[config.mk]
export PLATFORM = sky130hd
export DESIGN_NAME = ram_port_arbiter
export DESIGN_NICKNAME = d
export VERILOG_FILES = /design/src/rtl/ram_port_arbiter.sv
export SDC_FILE = /design/constraint.sdc
export NUM_CORES = 1
export LEC_CHECK = 0
export ABC_AREA = 1
export CORE_AREA = 2 2 71 79
export DETAILED_ROUTE_END_ITERATION = 7
export DIE_AREA = 0 0 73 81
export PLACE_DENSITY = 0.81
export REMOVE_ABC_BUFFERS = 1
export SETUP_SLACK_MARGIN = 0.3
export SLEW_MARGIN = 0
export SYNTH_ARGS = -nofsm -noshare
export SYNTH_HDL_FRONTEND = slang
export SYNTH_SLANG_ARGS = --single-unit
[constraint.sdc]
create_clock -name iCLK -period 1.6 [get_ports iCLK]
set_input_delay 0.32 -clock iCLK [delete_from_list [all_inputs] [get_ports iCLK]]
set_output_delay 0.32 -clock iCLK [all_outputs]
set_load 0.03 [all_outputs]
[src/rtl/ram_port_arbiter.sv]
// Host-priority arbiter for a single-port RAM shared by an SPI host and an engine, with tagged read return.
// Define ARB_SESSION_LOCK_EN to block engine grants for a whole host session (LOCK state).
module ram_port_arbiter #(
  parameter int RD_LATENCY = 1
) (
  input  logic        iCLK,
  input  logic        RST,
  input  logic [14:0] host_addr,
  input  logic        host_rd_strobe,
  input  logic        host_wr_strobe,
  input  logic [7:0]  host_wdata,
  input  logic        host_session,
  output logic [7:0]  host_rdata,
  output logic        host_rdata_valid,
  input  logic        eng_req,
  input  logic        eng_we,
  input  logic [14:0] eng_addr,
  input  logic [7:0]  eng_wdata,
  output logic        eng_gnt,
  output logic [7:0]  eng_rdata,
  output logic        eng_rdata_valid,
  output logic [14:0] ram_addr,
  output logic [7:0]  ram_wdata,
  output logic        ram_re,
  output logic        ram_we,
  input  logic [7:0]  ram_rdata,
  output logic [1:0]  arb_state
);

  localparam logic [1:0] IDLE = 2'd0;
  localparam logic [1:0] HOST = 2'd1;
  localparam logic [1:0] ENG  = 2'd2;
  localparam logic [1:0] LOCK = 2'd3;

  logic [1:0]  state_q, state_d;
  logic        ram_re_q, ram_re_d;
  logic        ram_we_q, ram_we_d;
  logic        eng_gnt_q, eng_gnt_d;
  logic [14:0] ram_addr_q, ram_addr_d;
  logic [7:0]  ram_wdata_q, ram_wdata_d;
  logic [1:0]  tag_q [RD_LATENCY];
  logic [7:0]  host_rdata_q, eng_rdata_q;
  logic        lock_req_s, strobe_s, grant_s;
  logic [1:0]  tag_exit_s;
  logic        host_hit_s, eng_hit_s;

`ifdef ARB_SESSION_LOCK_EN
  assign lock_req_s = host_session;
`else
  logic unused_session_s;
  assign unused_session_s = host_session;
  assign lock_req_s       = 1'b0;
`endif

  assign strobe_s = host_rd_strobe | host_wr_strobe;
  // Engine inputs are sampled every cycle; the engine presents its next request during the grant cycle.
  assign grant_s  = eng_req & ~strobe_s & ~lock_req_s & (state_q != LOCK);

  always_comb begin
    state_d     = IDLE;
    ram_re_d    = 1'b0;
    ram_we_d    = 1'b0;
    eng_gnt_d   = 1'b0;
    ram_addr_d  = ram_addr_q;
    ram_wdata_d = ram_wdata_q;
    if (strobe_s) begin
      state_d     = HOST;
      ram_we_d    = host_wr_strobe;
      ram_re_d    = ~host_wr_strobe;
      ram_addr_d  = host_addr;
      ram_wdata_d = host_wdata;
    end else if (lock_req_s) begin
      state_d = LOCK;
    end else if (grant_s) begin
      state_d     = ENG;
      eng_gnt_d   = 1'b1;
      ram_we_d    = eng_we;
      ram_re_d    = ~eng_we;
      ram_addr_d  = eng_addr;
      ram_wdata_d = eng_wdata;
    end else begin
      state_d = IDLE;
    end
  end

  always_ff @(posedge iCLK) begin
    if (RST) begin
      state_q     <= IDLE;
      ram_re_q    <= 1'b0;
      ram_we_q    <= 1'b0;
      eng_gnt_q   <= 1'b0;
      ram_addr_q  <= 15'h0000;
      ram_wdata_q <= 8'h00;
    end else begin
      state_q     <= state_d;
      ram_re_q    <= ram_re_d;
      ram_we_q    <= ram_we_d;
      eng_gnt_q   <= eng_gnt_d;
      ram_addr_q  <= ram_addr_d;
      ram_wdata_q <= ram_wdata_d;
    end
  end

  // Tag = {valid, owner_is_engine}; it leaves the pipe in the cycle ram_rdata carries that read.
  assign tag_exit_s = tag_q[RD_LATENCY-1];
  assign host_hit_s = tag_exit_s[1] & ~tag_exit_s[0];
  assign eng_hit_s  = tag_exit_s[1] &  tag_exit_s[0];

  always_ff @(posedge iCLK) begin
    if (RST) begin
      for (int i = 0; i < RD_LATENCY; i++) begin
        tag_q[i] <= 2'b00;
      end
      host_rdata_q <= 8'h00;
      eng_rdata_q  <= 8'h00;
    end else begin
      tag_q[0] <= {ram_re_q, eng_gnt_q};
      for (int i = 1; i < RD_LATENCY; i++) begin
        tag_q[i] <= tag_q[i-1];
      end
      if (host_hit_s) begin
        host_rdata_q <= ram_rdata;
      end
      if (eng_hit_s) begin
        eng_rdata_q <= ram_rdata;
      end
    end
  end

  assign host_rdata       = host_hit_s ? ram_rdata : host_rdata_q;
  assign host_rdata_valid = host_hit_s;
  assign eng_rdata        = eng_hit_s ? ram_rdata : eng_rdata_q;
  assign eng_rdata_valid  = eng_hit_s;
  assign eng_gnt          = eng_gnt_q;
  assign ram_addr         = ram_addr_q;
  assign ram_wdata        = ram_wdata_q;
  assign ram_re           = ram_re_q;
  assign ram_we           = ram_we_q;
  assign arb_state        = state_q;

endmodule

**Word-level counts from Yosys, hierarchy flattened**

Memories as Yosys holds them, arrays and structs flattened.
Index checks and enable logic that the tools add are counted.

- Bits in registers: 44
- Memory bits (writable): 2
- Input bits: 61
- Output and inout bits: 46
- Memories kept: 1

Memories:

| name | depth | bits a word | read ports | clocked after Yosys merged registers in | wr ports | line | text |
|---|---|---|---|---|---|---|---|
| tag_q | 1 | 2 | 1 | 0 | 1 | 41 | `logic [1:0] tag_q [RD_LATENCY];` |

- Equal/unequal tests: 1
- Multiplexer cells: 18
- Bitwise operators: 9
- Reductions and logical operators: 3

Operator list:

| kind | number |
|---|---|
| 2-to-1 mux 8 bit | 4 |
| 2-to-1 mux 15 bit | 2 |
| 2-to-1 mux 1 bit | 10 |
| AND 1 bit | 4 |
| 2-to-1 mux 2 bit | 2 |
| NOT 1 bit | 4 |
| OR reduction 2 bit | 2 |
| != test 2 bit (second input constant) | 1 |
| nonzero test 2 bit | 1 |
| OR 1 bit | 1 |

**Longest topological paths before layout**

- Depth in word-level cells: 6
- Depth in mapped cells: 7
- Gate-level depth less buffers: 6

**Worst setup path before layout**

Ideal clock, no wire load.

- Path kind: register to output
- Start point: mem tag_q[0][0]
- End point: out host_rdata[0]
- Arrival: 995 ps
- Data required time: 1280 ps
- Slack: 285 ps
- Stages on the path, launching flop included: 6
- Path buffers: 1
- Cell sequence: dfxtp_1 inv_1 nand2_1 buf_2 o21ai_0 inv_1

- Longest elaborated chain between the ends: 4

RTL lines:

| element | line | text |
|---|---|---|
| start: declaration | 41 |  |
| memory (1 x 2 bit) | - |  |
| NOT 1 bit | 106 | `assign host_hit_s = tag_exit_s[1] & ~tag_exit_s[0];` |
| AND 1 bit | 106 |  |
| 2-to-1 mux 8 bit | - |  |
| end: declaration | 13 | `output logic [7:0] host_rdata,` |

Every way passes these cells.

**Worst setup path after layout**

- Start point: mem tag_q[0][0]
- End point: out host_rdata[1]

Same word-level chain as after synthesis.

==> results.toml <==
[sta]
fin_skew_ns = 0.003433
fin_setup_tns_ns = 0
hold_violations = 0
setup_ws_ns = 0.008579
fmax_mhz = 628.4
worst_pin_slew_ns = 0.2624
whs_ns = 0.4027
setup_viol = 0
period_minus_slack_ns = 1.591
fin_crit_sh = 0.9946
drv_slew = 0
rsz0062_at_grt = "yes"
timing.slew.headroom = 0.8251

[worst_setup_path]
critPathKind = "flip-flop to output port"
cp_data_required_time_ns = 1.28
regToRegSetupSlack_ns = 0.51
timing.rr.start = "arb_state[1]"
crit_slowest_cell = "dfxtp_4"
reg2reg_to = "ram_addr[5]"
crit_start = "tag_q[0][0]"
crit_arrival_ns = 1.27
cp_num_buf_inv = 4
cpLargestDelayFamily = "flip-flops"
path_cells = "inv_4, nand2_4, buf_8, nand2_2, o21ai_2, inv_1, buf_6"
critPathCaptureType = "output port"
critPathMaxFanout = 6
startpoint_type = "flip-flop"
r2r_cells = 6
max_stage_delay_ns = 0.40

[place]
gp_congestion = 0.7658
port_buffers = 105
dpl.hpwl_um = 4169
preCtsSetupSlack_ns = -0.02524

[yosys]
yosysWarningCount = 0
ys_top_cells_by_area = "dfxtp_1, nand2_1, nor2_1"
synth_flop_cell = "dfxtp_1"
synthTopCellsByCount = "nand2_1, nor2_1, inv_1, dfxtp_1, o21ai_0"
ys_seq_elements = 45
yosysMostFrequentCell = "nand2_1"
synth_cells = 354
synth-seq-area-share = 0.4126
ys_types = 15
syn_area_per_cell_sq_um = 6.168
async_flop_share = 0
yosysTopAreaCell = "dfxtp_1"
synth_edf_count = 0
synth.top_cell.area_share = 0.4126
syn_area_sq_um = 2183

[power_and_ir_drop]
power_density_nw_per_um2 = 736.5
vdd_ir_drop_max_v = 0.0003890
p_leak_uw = 0.001841

[global_routing]
grt_pass1_wl_um = 9563
grt_max_degree = 26
grt_pass1_vias = 2197
antenna_found_initial = 0
grtUsageTotal = 0.2052
grt.overflow.total = 0

[drt]
vias = 2413
drc_errors = 0
drt-initial-drc-count = 63
drt_pass1_iterations = 4
routed_wirelength_um = 5840
postRouteAntennaNets = 0
wire_per_inst_um = 11.04
vias_per_cell = 4.561

[clocking]
cts_sinks = 45
clk_latency_ns = 0.29
cts_tree = "done"
cts-hold-fix-buffers = 0
clkTransAtPathRegs_ns = 0.08
clk_root_buffer_cell = "clkbuf_8"
cts_buffer_depth = 2
h-tree-depth = 2
numCtsBuffers = 5

[layout]
diodes = 0
nets = 529
drive_above_1_share = 0.2431
final_util = 0.6951
syn2layout_area_growth_pct = 66.19

[die]
floorplan.initialDensity = 0.4183
rows = 28
die-area_sq_um = 5913
die_w_um = 73
core-area_sq_um = 5220
io_pins = 107
die_h_um = 81

[worst_hold_path]
hold_end = "eng_rdata_q[6]"
worstHoldPathType = "input pin to flip-flop"
hold_path_depth = 3
worstHoldStart = "ram_rdata[6]"

[run]
drv_cap = 0

[status]
status = "finished, final reports clean"
==> flip-flops by register name, indices dropped and copies added, names as in the netlist <==
signal / flops
tag_q: 2
host_rdata_q: 8
ram_wdata: 8
ram_we: 1
arb_state: 2
ram_addr: 15
eng_rdata_q: 8
ram_re: 1
==> kinds of logic (layout without fill, tap and decap cells) <==
logic type,count (synthesis),in the layout,share of synthesized area
and+or+nand+nor,186,186,0.3352
buffers and inverters,83,198,0.1593
DFF,45,45,0.4126
AOI/OAI and AO/OA,40,40,0.09284
==> placed cells by master, fill, tap and decap left out, types with 2 or more instances in the layout <==
master and n:
clkbuf_8 6, nand2_1 81, o21ai_4 4, nand3_1 24
o21ai_2 12, dfxtp_1 43, dlymetal6s2s_1 4, nor2_1 68
clkdlybuf4s15_2 13, inv_1 55, nand2_2 9, inv_2 6
buf_12 3, clkdlybuf4s18_2 3, buf_2 12, clkdlybuf4s50_1 55
inv_4 2, buf_4 23, o21ai_0 23, buf_6 13
dfxtp_4 2
==> per-stage QoR <==
stage               std cells  instance area [sq um]  total power (uW)
detailed placement        513                   3301              1932
global placement          513                   3301              1922
global route              529                   3628              2823
finish                    529                   3628              2672
CTS                       529                   3596              2704
floorplan                 334                   2072              1556
==> per-layer routing <==
layer,global-route usage,share of wire,vias to the layer above
met5,0,0,-
met4,0.05000,0.0027,0
met3,0.08313,0.089,2
met2,0.3739,0.51,84
met1,0.2183,0.40,1048
li1,-,-,1279
==> cell type report <==
type                       instances  area [sq um]
inverter                          63         241.5
fill                             444          1592
timing repair buffer             127          1231
clock buffer                       6         82.58
clock inverter                     2         13.76
multi-input combinational        226          1076
sequential                        45         908.4
tap                               60         75.07
==> timing repair <==
| action | 4_1_cts | 5_1_grt |
|---|---|---|
| gates resized for setup | 142 | 52 |
| endpoints found under the hold margin | 0 | 0 |
| endpoints found under the setup margin | 47 | 55 |
| setup buffers | 7 | 0 |
| pin swaps | 3 | 2 |
| cloned | 1 | 0 |
==> worst min-delay path, cell delays in order <==
cell	delay [ns]
dlymetal6s2s_1	0.17
o21ai_2	0.09
nor2_1	0.08
==> worst max-delay path by stage <==
stage / to / slack (ns) / cells after the start
finish: host_rdata[1] / 0.009 / 7
global route: host_rdata[7] / -0.06 / 7
detailed placement: ram_we / -0.03 / 7
floorplan: ram_addr[0] / -0.26 / 5
global placement: ram_we / 0.003 / 7
CTS: host_rdata[6] / 0.03 / 7
==> power by group <==
part           switching (uW)  internal [uW]
sequential               29.2           1180
clock                     383            350
combinational             387            344
No activity file was read; power rests on OpenSTA's default activity.
